[src/rtl/ex_hazard_ctrl.sv]
// EX-stage hazard controller: tracks EX/MEM/WB destination registers, drives the
// operand forwarding selects, stalls ID on load-use and squashes ID on taken branches.
module ex_hazard_ctrl #(
  parameter int XLEN_REGS = 5,
  parameter int CNT_W     = 16
) (
  input  logic                 clk,
  input  logic                 rst,
  input  logic                 id_valid,
  input  logic [XLEN_REGS-1:0] id_rs1,
  input  logic [XLEN_REGS-1:0] id_rs2,
  input  logic                 id_use_rs1,
  input  logic                 id_use_rs2,
  input  logic [XLEN_REGS-1:0] id_rd,
  input  logic                 id_we,
  input  logic                 id_is_load,
  input  logic                 ex_branch_taken,
  input  logic                 mem_stall,
  output logic [1:0]           fwd_a_sel,
  output logic [1:0]           fwd_b_sel,
  output logic                 stall_id,
  output logic                 flush_id,
  output logic                 ex_valid,
  output logic [CNT_W-1:0]     stall_count
);

  localparam logic [1:0] SEL_RF = 2'd0;
  localparam logic [1:0] SEL_EX = 2'd1;
  localparam logic [1:0] SEL_WB = 2'd2;

  // EX tracker entry
  logic                 ex_v, ex_use1, ex_use2, ex_we, ex_load;
  logic [XLEN_REGS-1:0] ex_rs1, ex_rs2, ex_rd;
  // MEM and WB tracker entries
  logic                 mem_v, mem_we, mem_load;
  logic [XLEN_REGS-1:0] mem_rd;
  logic                 wb_v, wb_we;
  logic [XLEN_REGS-1:0] wb_rd;

  logic mem_match_a, mem_match_b, wb_match_a, wb_match_b;
  logic load_use, advance, bubble;

  assign mem_match_a = mem_v & mem_we & (mem_rd == ex_rs1) & (ex_rs1 != '0);
  assign mem_match_b = mem_v & mem_we & (mem_rd == ex_rs2) & (ex_rs2 != '0);
  assign wb_match_a  = wb_v & wb_we & (wb_rd == ex_rs1) & (ex_rs1 != '0);
  assign wb_match_b  = wb_v & wb_we & (wb_rd == ex_rs2) & (ex_rs2 != '0);

  // A load sitting in MEM has no data yet, so it can only be forwarded from WB.
  always_comb begin
    fwd_a_sel = SEL_RF;
    if (ex_use1 && ex_rs1 != '0) begin
      if (mem_match_a && !mem_load) fwd_a_sel = SEL_EX;
      else if (wb_match_a)          fwd_a_sel = SEL_WB;
    end
  end

  always_comb begin
    fwd_b_sel = SEL_RF;
    if (ex_use2 && ex_rs2 != '0) begin
      if (mem_match_b && !mem_load) fwd_b_sel = SEL_EX;
      else if (wb_match_b)          fwd_b_sel = SEL_WB;
    end
  end

  assign load_use = ex_v & ex_load & ex_we & (ex_rd != '0) & id_valid &
                    ((id_use_rs1 & (id_rs1 == ex_rd)) | (id_use_rs2 & (id_rs2 == ex_rd)));
  assign flush_id = ex_branch_taken & ex_v & ~mem_stall;
  assign stall_id = mem_stall | (load_use & ~flush_id);
  assign ex_valid = ex_v;
  assign advance  = ~mem_stall;
  assign bubble   = flush_id | load_use;

  always_ff @(posedge clk or posedge rst) begin
    if (rst) begin
      ex_v     <= 1'b0;
      ex_use1  <= 1'b0;
      ex_use2  <= 1'b0;
      ex_we    <= 1'b0;
      ex_load  <= 1'b0;
      ex_rs1   <= '0;
      ex_rs2   <= '0;
      ex_rd    <= '0;
      mem_v    <= 1'b0;
      mem_we   <= 1'b0;
      mem_load <= 1'b0;
      mem_rd   <= '0;
      wb_v     <= 1'b0;
      wb_we    <= 1'b0;
      wb_rd    <= '0;
    end else if (advance) begin
      wb_v     <= mem_v;
      wb_we    <= mem_we;
      wb_rd    <= mem_rd;
      mem_v    <= ex_v;
      mem_we   <= ex_we;
      mem_load <= ex_load;
      mem_rd   <= ex_rd;
      if (bubble) begin
        ex_v    <= 1'b0;
        ex_use1 <= 1'b0;
        ex_use2 <= 1'b0;
        ex_we   <= 1'b0;
        ex_load <= 1'b0;
        ex_rs1  <= '0;
        ex_rs2  <= '0;
        ex_rd   <= '0;
      end else begin
        ex_v    <= id_valid;
        ex_use1 <= id_use_rs1;
        ex_use2 <= id_use_rs2;
        ex_we   <= id_we;
        ex_load <= id_is_load;
        ex_rs1  <= id_rs1;
        ex_rs2  <= id_rs2;
        ex_rd   <= id_rd;
      end
    end
  end

  always_ff @(posedge clk or posedge rst) begin
    if (rst) begin
      stall_count <= '0;
    end else if (advance && load_use && !flush_id && stall_count != '1) begin
      stall_count <= stall_count + 1'b1;
    end
  end

endmodule

[config.mk]
export PLATFORM = sky130hd
export DESIGN_NAME = ex_hazard_ctrl
export DESIGN_NICKNAME = d
export VERILOG_FILES = /design/src/rtl/ex_hazard_ctrl.sv
export SDC_FILE = /design/constraint.sdc
export NUM_CORES = 1
export LEC_CHECK = 0
export BUFFER_PORTS_ARGS = -buffer_cell sky130_fd_sc_hd__buf_2
export CAP_MARGIN = 20
export CORE_MARGIN = 2
export CORE_UTILIZATION = 55
export DETAILED_ROUTE_END_ITERATION = 12
export HOLD_SLACK_MARGIN = 0.15
export PLACE_DENSITY = 0.86
export SLEW_MARGIN = 20
export SYNTH_ARGS = -nofsm -noshare
export SYNTH_HDL_FRONTEND = slang
export SYNTH_SLANG_ARGS = --single-unit
[constraint.sdc]
create_clock -name clk -period 2.5 [get_ports clk]
set_input_delay 0.375 -clock clk [delete_from_list [all_inputs] [get_ports clk]]
set_output_delay 0.375 -clock clk [all_outputs]
set_load 0.03 [all_outputs]
==> results of run 1 <==
-- worst min-delay path by stage --
stage | from | end | cells past startpoint
floorplan | mem_load$_DFFE_PP0N_ | mem_load$_DFFE_PP0N_ | 1
global placement | rst | stall_count[14]$_DFFE_PP0P_ | 2
detailed placement | rst | stall_count[12]$_DFFE_PP0P_ | 2
CTS | id_rd[2] | ex_rd[2]$_DFFE_PP0N_ | 3
global route | id_rd[4] | ex_rd[4]$_DFFE_PP0N_ | 3
finish | id_rd[2] | ex_rd[2]$_DFFE_PP0N_ | 3
-- critical path: cells and delay by family (launching register included) --
kind | cells | cell delay, ns
flops | 1 | 0.44
simple gates | 2 | 0.64
compound gates | 2 | 0.46
buf+inv | 1 | 0.17
-- repair_timing --
item / in CTS / in global routing
hold buffers: 1 / 0
setup buffers: 0 / 1
gates resized for setup: 0 / 3
setup endpoints to repair: 0 / 3
hold endpoints to repair: 25 / 0
-- cell usage after synthesis, drive strengths merged, types with 2 or more instances --
cell    instances
o21ai          19
xnor2          18
nor4           13
dfrtp          51
xor2           27
inv             2
nor4bb          2
buf             4
nor3            5
and4            4
nand3b          2
mux2           16
or4             6
and2            7
and3            2
nand3           6
nor2            6
clkbuf          9
nor4b           2
a22oi          19
nand2          25
nand4           8
-- power by group through the flow --
stage / Sequential (µW) / Combinational [µW] / Clock, µW
after detailed placement: 1070 / 374 / 0
after CTS: 1050 / 376 / 516
after global placement: 1060 / 360 / 0
after floorplan: 1030 / 289 / 0
after global routing: 1060 / 412 / 544
final: 1050 / 374 / 507
-- layout by cell type, fill, tap and decap left out, drive strengths merged, types with 4 or more instances in the layout --
cell type,count
a22oi,19
and2,7
and4,4
buf,55
clkbuf,8
dfrtp,51
mux2,16
nand2,25
nand3,6
nand4,8
nor2,6
nor3,5
nor4,13
o21ai,19
or4,6
xnor2,18
xor2,27
-- logic make-up after synthesis --
logic type / count (synthesis) / synth area share
AOI/OAI and AO/OA: 43 / 0.111
adders and majority gates: 1 / 0.00444
DFF: 51 / 0.453
xor gates and xnor gates: 45 / 0.140
muxes: 16 / 0.0653
buffers and inverters: 15 / 0.0284
and+or+nand+nor: 89 / 0.198
-- flip-flops by register name (all words and copies together) (netlist names) --
signal       cells
ex_load          1
ex_rd            5
ex_rs1           5
ex_rs2           5
ex_use1          1
ex_use2          1
ex_valid         1
ex_we            1
mem_load         1
mem_rd           5
mem_v            1
mem_we           1
stall_count     16
wb_rd            5
wb_v             1
wb_we            1
-- stage by stage --
step | cells | worst slack, ns
2_1_floorplan | 260 | 0.0348
3_3_place_gp | 371 | 0.369
3_5_place_dp | 371 | 0.350
4_1_cts | 380 | 0.0135
5_1_grt | 381 | 0.00556
6_report | 381 | 0.108
-- routing by layer --
metal | vias to the layer above | GRT usage | part of all wire
li1 | 1045 | - | -
met1 | 1093 | 0.314 | 0.43
met2 | 47 | 0.421 | 0.52
met3 | 8 | 0.0437 | 0.036
met4 | 0 | 0.0624 | 0.013
met5 | - | 0 | 0
-- cell type report --
type | instances | share of cell area
multi-input cells | 194 | 0.450
flip-flops and latches | 51 | 0.394
repair buffers | 56 | 0.0964
clock buffers | 8 | 0.0308
well taps | 70 | 0.0270
inverters | 2 | 0.00231
==> run summary, run 1 <==
The growth of design area from synthesis to finish came out at 15.2%. The placed cell area came out at 3120 µm². The clock transition time at the flip-flop clock pins of the worst setup and hold paths came out at 0.08 ns.

In the final routed layout, each cell accounts on average for 16.2 µm. The worst-case IR drop observed on VDD is 0.296 mV. The fraction of final layout cells sized beyond drive strength 1 came out at 0.302. The critical path goes through or4_4 > o2111ai_4 > nor2_1 > a31o_2 > buf_2. The hold violation total from the final report came to 0. Clock tree synthesis selected as its root buffer the cell sky130_fd_sc_hd__clkbuf_8.

The part of the cycle the worst path needs came out at 0.957. The worst pin sits at a relative slew slack of 0.622. At the pin with the least slew margin, the transition time is 0.566 ns. The clock share of power is 0.263. The final core utilization is 0.648.

The total detailed-routing wirelength came out at 6170 µm. The critical path arrival came out at 2.02 ns. The number of pins exceeding their max-slew limit in the final report is 0. Entering global routing, the biggest net connects 40 pins. The max-cap check violation count is 0.

The startpoint identified for the worst register-to-register timing path is ex_rd[4]$_DFFE_PP0N_. The critical path ends at stall_id. The proportion of total power due to net switching came out at 0.291.

The time the worst path needs with I/O delays and setup came out at 2.39 ns. The H-tree depth is 2. The number of filler instances in the final layout came out at 422. The total half-perimeter wirelength after legalization and detailed placement came out at 4560 µm. The remaining design rule violation count came out at 0. The fraction of post-synthesis cell area in the top cell type by area is 0.453. The worst hold-check slack came out at 0.308 ns. The count of state elements after synthesis came out at 51. The die covers 5710 µm². TritonCTS built the clock tree.

The sequential cell area is 1280 µm². The prevailing post-synth register cell is sky130_fd_sc_hd__dfrtp_1. The remaining number of nets flagged by the antenna check after routing came out at 0. For this design the total switching power over the nets is 562 µW. The endpoint identified for the worst register-to-register timing path is stall_count[1]$_DFFE_PP0P_. Summed over all layers, the global routing overflow is 0. The design area is 3250 µm². The length in cells of the worst reg-to-reg path came out at 6. For the final database, setup skew stands at 0.00529 ns.

The final route contains 2193 vias. Summing internal, switching and leakage power gives 1930 µW. The synthesized area per cell is 10.8 µm². The net total in the final layout came out at 335. After routing, the total negative slack on setup checks comes to 0 ns. The average vias per placed instance came out at 5.76. The number of clock buffers inserted by TritonCTS came out at 5.

At the worst endpoint, the required time is 2.12 ns. The worst setup path is launched from a flop. Setup repair after global routing left no endpoint under its margin. The largest incremental delay on the critical path came out at 0.55 ns. The DRC marker count from the first detailed-route iteration came out at 163. For this design, the slowest cell found on the critical path is sky130_fd_sc_hd__or4_4.

The multi-input combinational cells in the finished layout cover a total of 1460 µm². Buffers placed on the I/O ports in this run total 46. The share of power burned in registers is 0.543. The internal power came out at 1370 µW. The fraction of registers with async set/reset is 1.00. The width of the die is 75.6 µm. The run finished with clean final reports. The reg-to-reg setup timing slack is 0.45 ns. The category of the critical setup timing path is flop to output port. The number of clock sinks seen by CTS came out at 51. The setup-violating endpoint count in the final report is 0. The overall track demand over capacity in global routing came out at 0.242. The fmax is 418 MHz. The cell count after synthesis came out at 260. The starting density of the core came out at 0.562. Dividing total power by cell area gives a power density of 595 nW/µm². The mapped cell area came out at 2820 µm². The weighted congestion reported at the end of routability-driven placement is 0.879.

The largest total area in the synthesized netlist belongs to sky130_fd_sc_hd__dfrtp_1. The I/O pin count came out at 47. The initial antenna violation count came out at 0.

The worst hold path class is primary input to flop. For this run, the number of Yosys warnings is 0. The maximum clock path buffer count is 2. After synthesis, the cell types taking the most area are sky130_fd_sc_hd__dfrtp_1, sky130_fd_sc_hd__xor2_1, sky130_fd_sc_hd__mux2_2. The sequential fraction of the synthesis area came out at 0.453.

The beginning of the critical path is ex_rd[3]$_DFFE_PP0N_. The combinational share of power is 0.194. The repair_antennas step left the layout with diodes totalling 0. The count of unique library cells instantiated by Yosys is 36.

The clock latency of the later-clocked register in the worst-skew pair is 0.30 ns. STA classifies the critical path endpoint as an output port. The synthesized design contains 0 enable-type register cells. The area inside the core boundary is 5010 µm². Along the worst path, the maximum fanout reaches 5. The wire length of the first global-routing pass is 10500 µm. The iteration count of the initial detailed-routing pass came out at 4. The reported leakage power is 0.00147 µW. The vertical extent of the die came out at 75.6 µm. The count of standard-cell rows came out at 26.

The post-synthesis net count is 285. The via count of the first global-routing pass came out at 2163.
No activity file was read; power rests on OpenSTA's default activity.
==> run 2, diff against run 1 <==
- CELL_PAD_IN_SITES_DETAIL_PLACEMENT: default -> 0
- CELL_PAD_IN_SITES_GLOBAL_PLACEMENT: default -> 1
- CORE_UTILIZATION: 55 -> 44
- PLACE_DENSITY: 0.86 -> 0.87
- REMOVE_ABC_BUFFERS: default -> 1
==> run 2 against run 1 <==
Effect of this change:
- clock power up 16%
- largest power group unchanged
- core utilization shrank 12 points
- count of clock-buffer cells in the layout decreased by 2
- flip-flop and latch count stayed put
- register-to-register slack got worse by 0.03 ns
- critical path depth is the same
- highest routed layer unchanged
==> run summary, run 2 (same netlist as run 1, synthesis figures left out) <==
The internal power came out at 1440 µW. The required time at the endpoint of the critical path is 2.12 ns. The kind of end point of the critical path is an output port.

The share of total power dissipated in combinational logic is 0.189. The remaining number of nets flagged by the antenna check after routing came out at 0. The via total after detailed routing came out at 2167. The critical path arrival is 2.04 ns.

47 I/O pins were placed. In the final routed layout, each cell accounts on average for 16.3 µm. The vertical extent of the die is 84.0 µm. The worst slew margin relative to its limit is 0.654. The remaining design rule violation count came out at 0. The filler cells instantiated in the layout total 586. Summing all multi-input logic gate instances after layout gives 1470 µm². The clock latency of the later-clocked register in the worst-skew pair came out at 0.30 ns. The standard cell with the maximum stage delay on the critical path is sky130_fd_sc_hd__or4_4. Counting flops per register, the top entry is stall_count. The clock share of power came out at 0.291. In this run the horizontal extent of the chip is 84.0 µm.

The final core utilization is 0.525. The placed cell area came out at 3140 µm². The residual overflow from global routing is 0. The count of standard-cell rows is 29. The sequential cell area came out at 1280 µm². TritonCTS built the clock tree. The root buffer cell chosen for the clock tree is sky130_fd_sc_hd__clkbuf_8. The tightest min-delay check is of the primary input to flop type.

STA classifies the critical path startpoint as a flop. The via count of the first global-routing pass is 2127. For this design the ratio of total power to cell area is 613 nW/µm².

The worst setup path is of the flop to output port kind. The peak fanout along the critical path came out at 5. After clock tree synthesis, the clock-pin slew on the worst setup and hold paths is 0.09 ns.

The worst register-to-register path begins at ex_rd[3]$_DFFE_PP0N_. The library cell used most frequently in the layout, excluding fill and tap cells, is sky130_fd_sc_hd__dfrtp_1. The initial antenna violation count is 0.

The worst hold path was traced through 3 stages. The iteration count of the initial detailed-routing pass came out at 4. The flow ran to the end, and the final reports show no timing, DRC or antenna violations. The largest incremental delay on the critical path came out at 0.56 ns. The slew at the pin with the worst max-slew slack came out at 0.517 ns. For this configuration, the core starts out at a cell density of 0.449. Summing all non-filler instances in the final layout gives an area of 3290 µm². The worst hold-check slack is 0.314 ns. The H-tree was split into 2 levels. The worst IR drop on VDD is 0.303 mV. The share of power burned in registers came out at 0.520.

The length in cells of the worst reg-to-reg path is 6. The number of buffers and inverters on the critical path is 1. The part of the cycle the worst path needs came out at 0.964. The overall track demand over capacity in global routing came out at 0.184.

The signal on the critical path passes through or4_4 > o2111ai_4 > nor2_2 > a31o_2 > buf_2. The number of clock sinks seen by CTS came out at 51. The fmax is 415 MHz. The path with the worst hold slack has its endpoint at ex_we$_DFFE_PP0N_. The wire length of the first global-routing pass is 10600 µm. The growth of design area from synthesis to finish is 16.9%.

The number of pins exceeding their max-slew limit in the final report came out at 0. The die footprint came out at 7060 µm². The net total in the final layout is 337.

The hold violation total from the final report is 0. Leaving out fill and tap cells, the most frequent cells in the layout are sky130_fd_sc_hd__dfrtp_1, sky130_fd_sc_hd__buf_2, sky130_fd_sc_hd__xor2_1. The average vias per placed instance came out at 5.56.

The number of clock buffers inserted by TritonCTS is 5. On the critical path the largest part of the delay comes from simple AND/OR/NAND/NOR gates. The time the worst path needs with I/O delays and setup is 2.41 ns. The reported leakage power is 0.00149 µW. Summed over all failing endpoints, the final setup total negative slack is 0 ns.

The fraction of final layout cells sized beyond drive strength 1 came out at 0.319. Routability-driven placement finished with a final weighted congestion of 0.787. The reg-to-reg setup timing slack came out at 0.42 ns.

Max-cap violations in this run came to 0. Setup violations remaining at the end of the flow were counted as 0. The region available for standard cell placement spans 6280 µm².

Entering global routing, the biggest net connects 40 pins. On the final layout, the worst clock skew is 0.00777 ns. Summed over all nets, the switching power comes to 576 µW. The endpoint identified for the worst register-to-register timing path is stall_count[1]$_DFFE_PP0P_. Input and output buffers added on the ports amount to 46. The total half-perimeter wirelength after legalization and detailed placement came out at 4690 µm. Of the total power, the share spent switching nets is 0.285. No sink is reached through more buffers than the 2 on the longest clock path. The worst hold path begins at id_we.

The flip-flop count of the largest register after layout is 16. The number of diodes is 0. Summed over all layers, the routed wires come to 6340 µm. The DRC marker count from the first detailed-route iteration came out at 176.
## run 2: cell count changes in the layout (fill, tap and decap cells not counted), sizes merged
cell / previous run / this run
clkinv: 0 / 1
buf: 55 / 57
clkbuf: 8 / 6
bufinv: 0 / 1
## run 2: power groups by stage
stage | clock network, µW | registers, µW | logic [µW]
after global placement | 0 | 1060 | 369
after detailed placement | 0 | 1070 | 379
after global routing | 635 | 1060 | 420
after floorplan | 0 | 1030 | 271
final | 588 | 1050 | 382
after CTS | 598 | 1050 | 381
## run 2: metal layers
| metal | GRT usage | routed length [µm] | vias to the layer above |
|---|---|---|---|
| met3 | 0.0356 | 277 | 8 |
| li1 | - | - | 1054 |
| met4 | 0.0455 | 80 | 0 |
| met1 | 0.250 | 2920 | 1050 |
| met5 | 0 | 0 | - |
| met2 | 0.304 | 3060 | 55 |
## run 2: how the worst max path moves through the flow
| stage | slack (ns) | startpoint | end | depth (start not counted) |
|---|---|---|---|---|
| global placement | 0.36 | ex_rd[3]$_DFFE_PP0N_ | stall_id | 5 |
| CTS | 0.02 | ex_rd[3]$_DFFE_PP0N_ | stall_id | 5 |
| global route | -0.004 | ex_rd[3]$_DFFE_PP0N_ | stall_id | 5 |
| finish | 0.09 | ex_rd[3]$_DFFE_PP0N_ | stall_id | 5 |
| detailed placement | 0.35 | ex_rd[3]$_DFFE_PP0N_ | stall_id | 5 |
| floorplan | -0.10 | ex_rd[2]$_DFFE_PP0N_ | stall_id | 5 |
## run 2: stage by stage
step	cells	power (µW)	worst slack, ns
floorplan	247	1300	-0.103
global placement	379	1430	0.358
detailed placement	379	1440	0.350
CTS	388	2030	0.0170
global route	390	2120	-0.00403
finish	390	2020	0.0890
## run 2: final cells by class
cell class | count | area share
inverters | 2 | 0.00228
well taps | 77 | 0.0293
clock buffers | 6 | 0.0251
repair buffers | 58 | 0.0995
multi-input cells | 194 | 0.445
clock inverters | 2 | 0.0106
flip-flops and latches | 51 | 0.388
## run 2: repair_timing
item	in CTS	in global routing
buffers inserted	0	2
gates resized for setup	0	6
hold buffers	1	0
endpoints found under the setup margin	0	3
endpoints found under the hold margin	15	0
## run 2: worst register-to-register path: cells and delay by family (launching register included)
family	cells	cell delay, ns
buffers and inverters	1	0.17
multiplexers	1	0.31
AO/OA/AOI/OAI	2	0.42
flip-flops	1	0.44
AND/OR/NAND/NOR	2	0.64
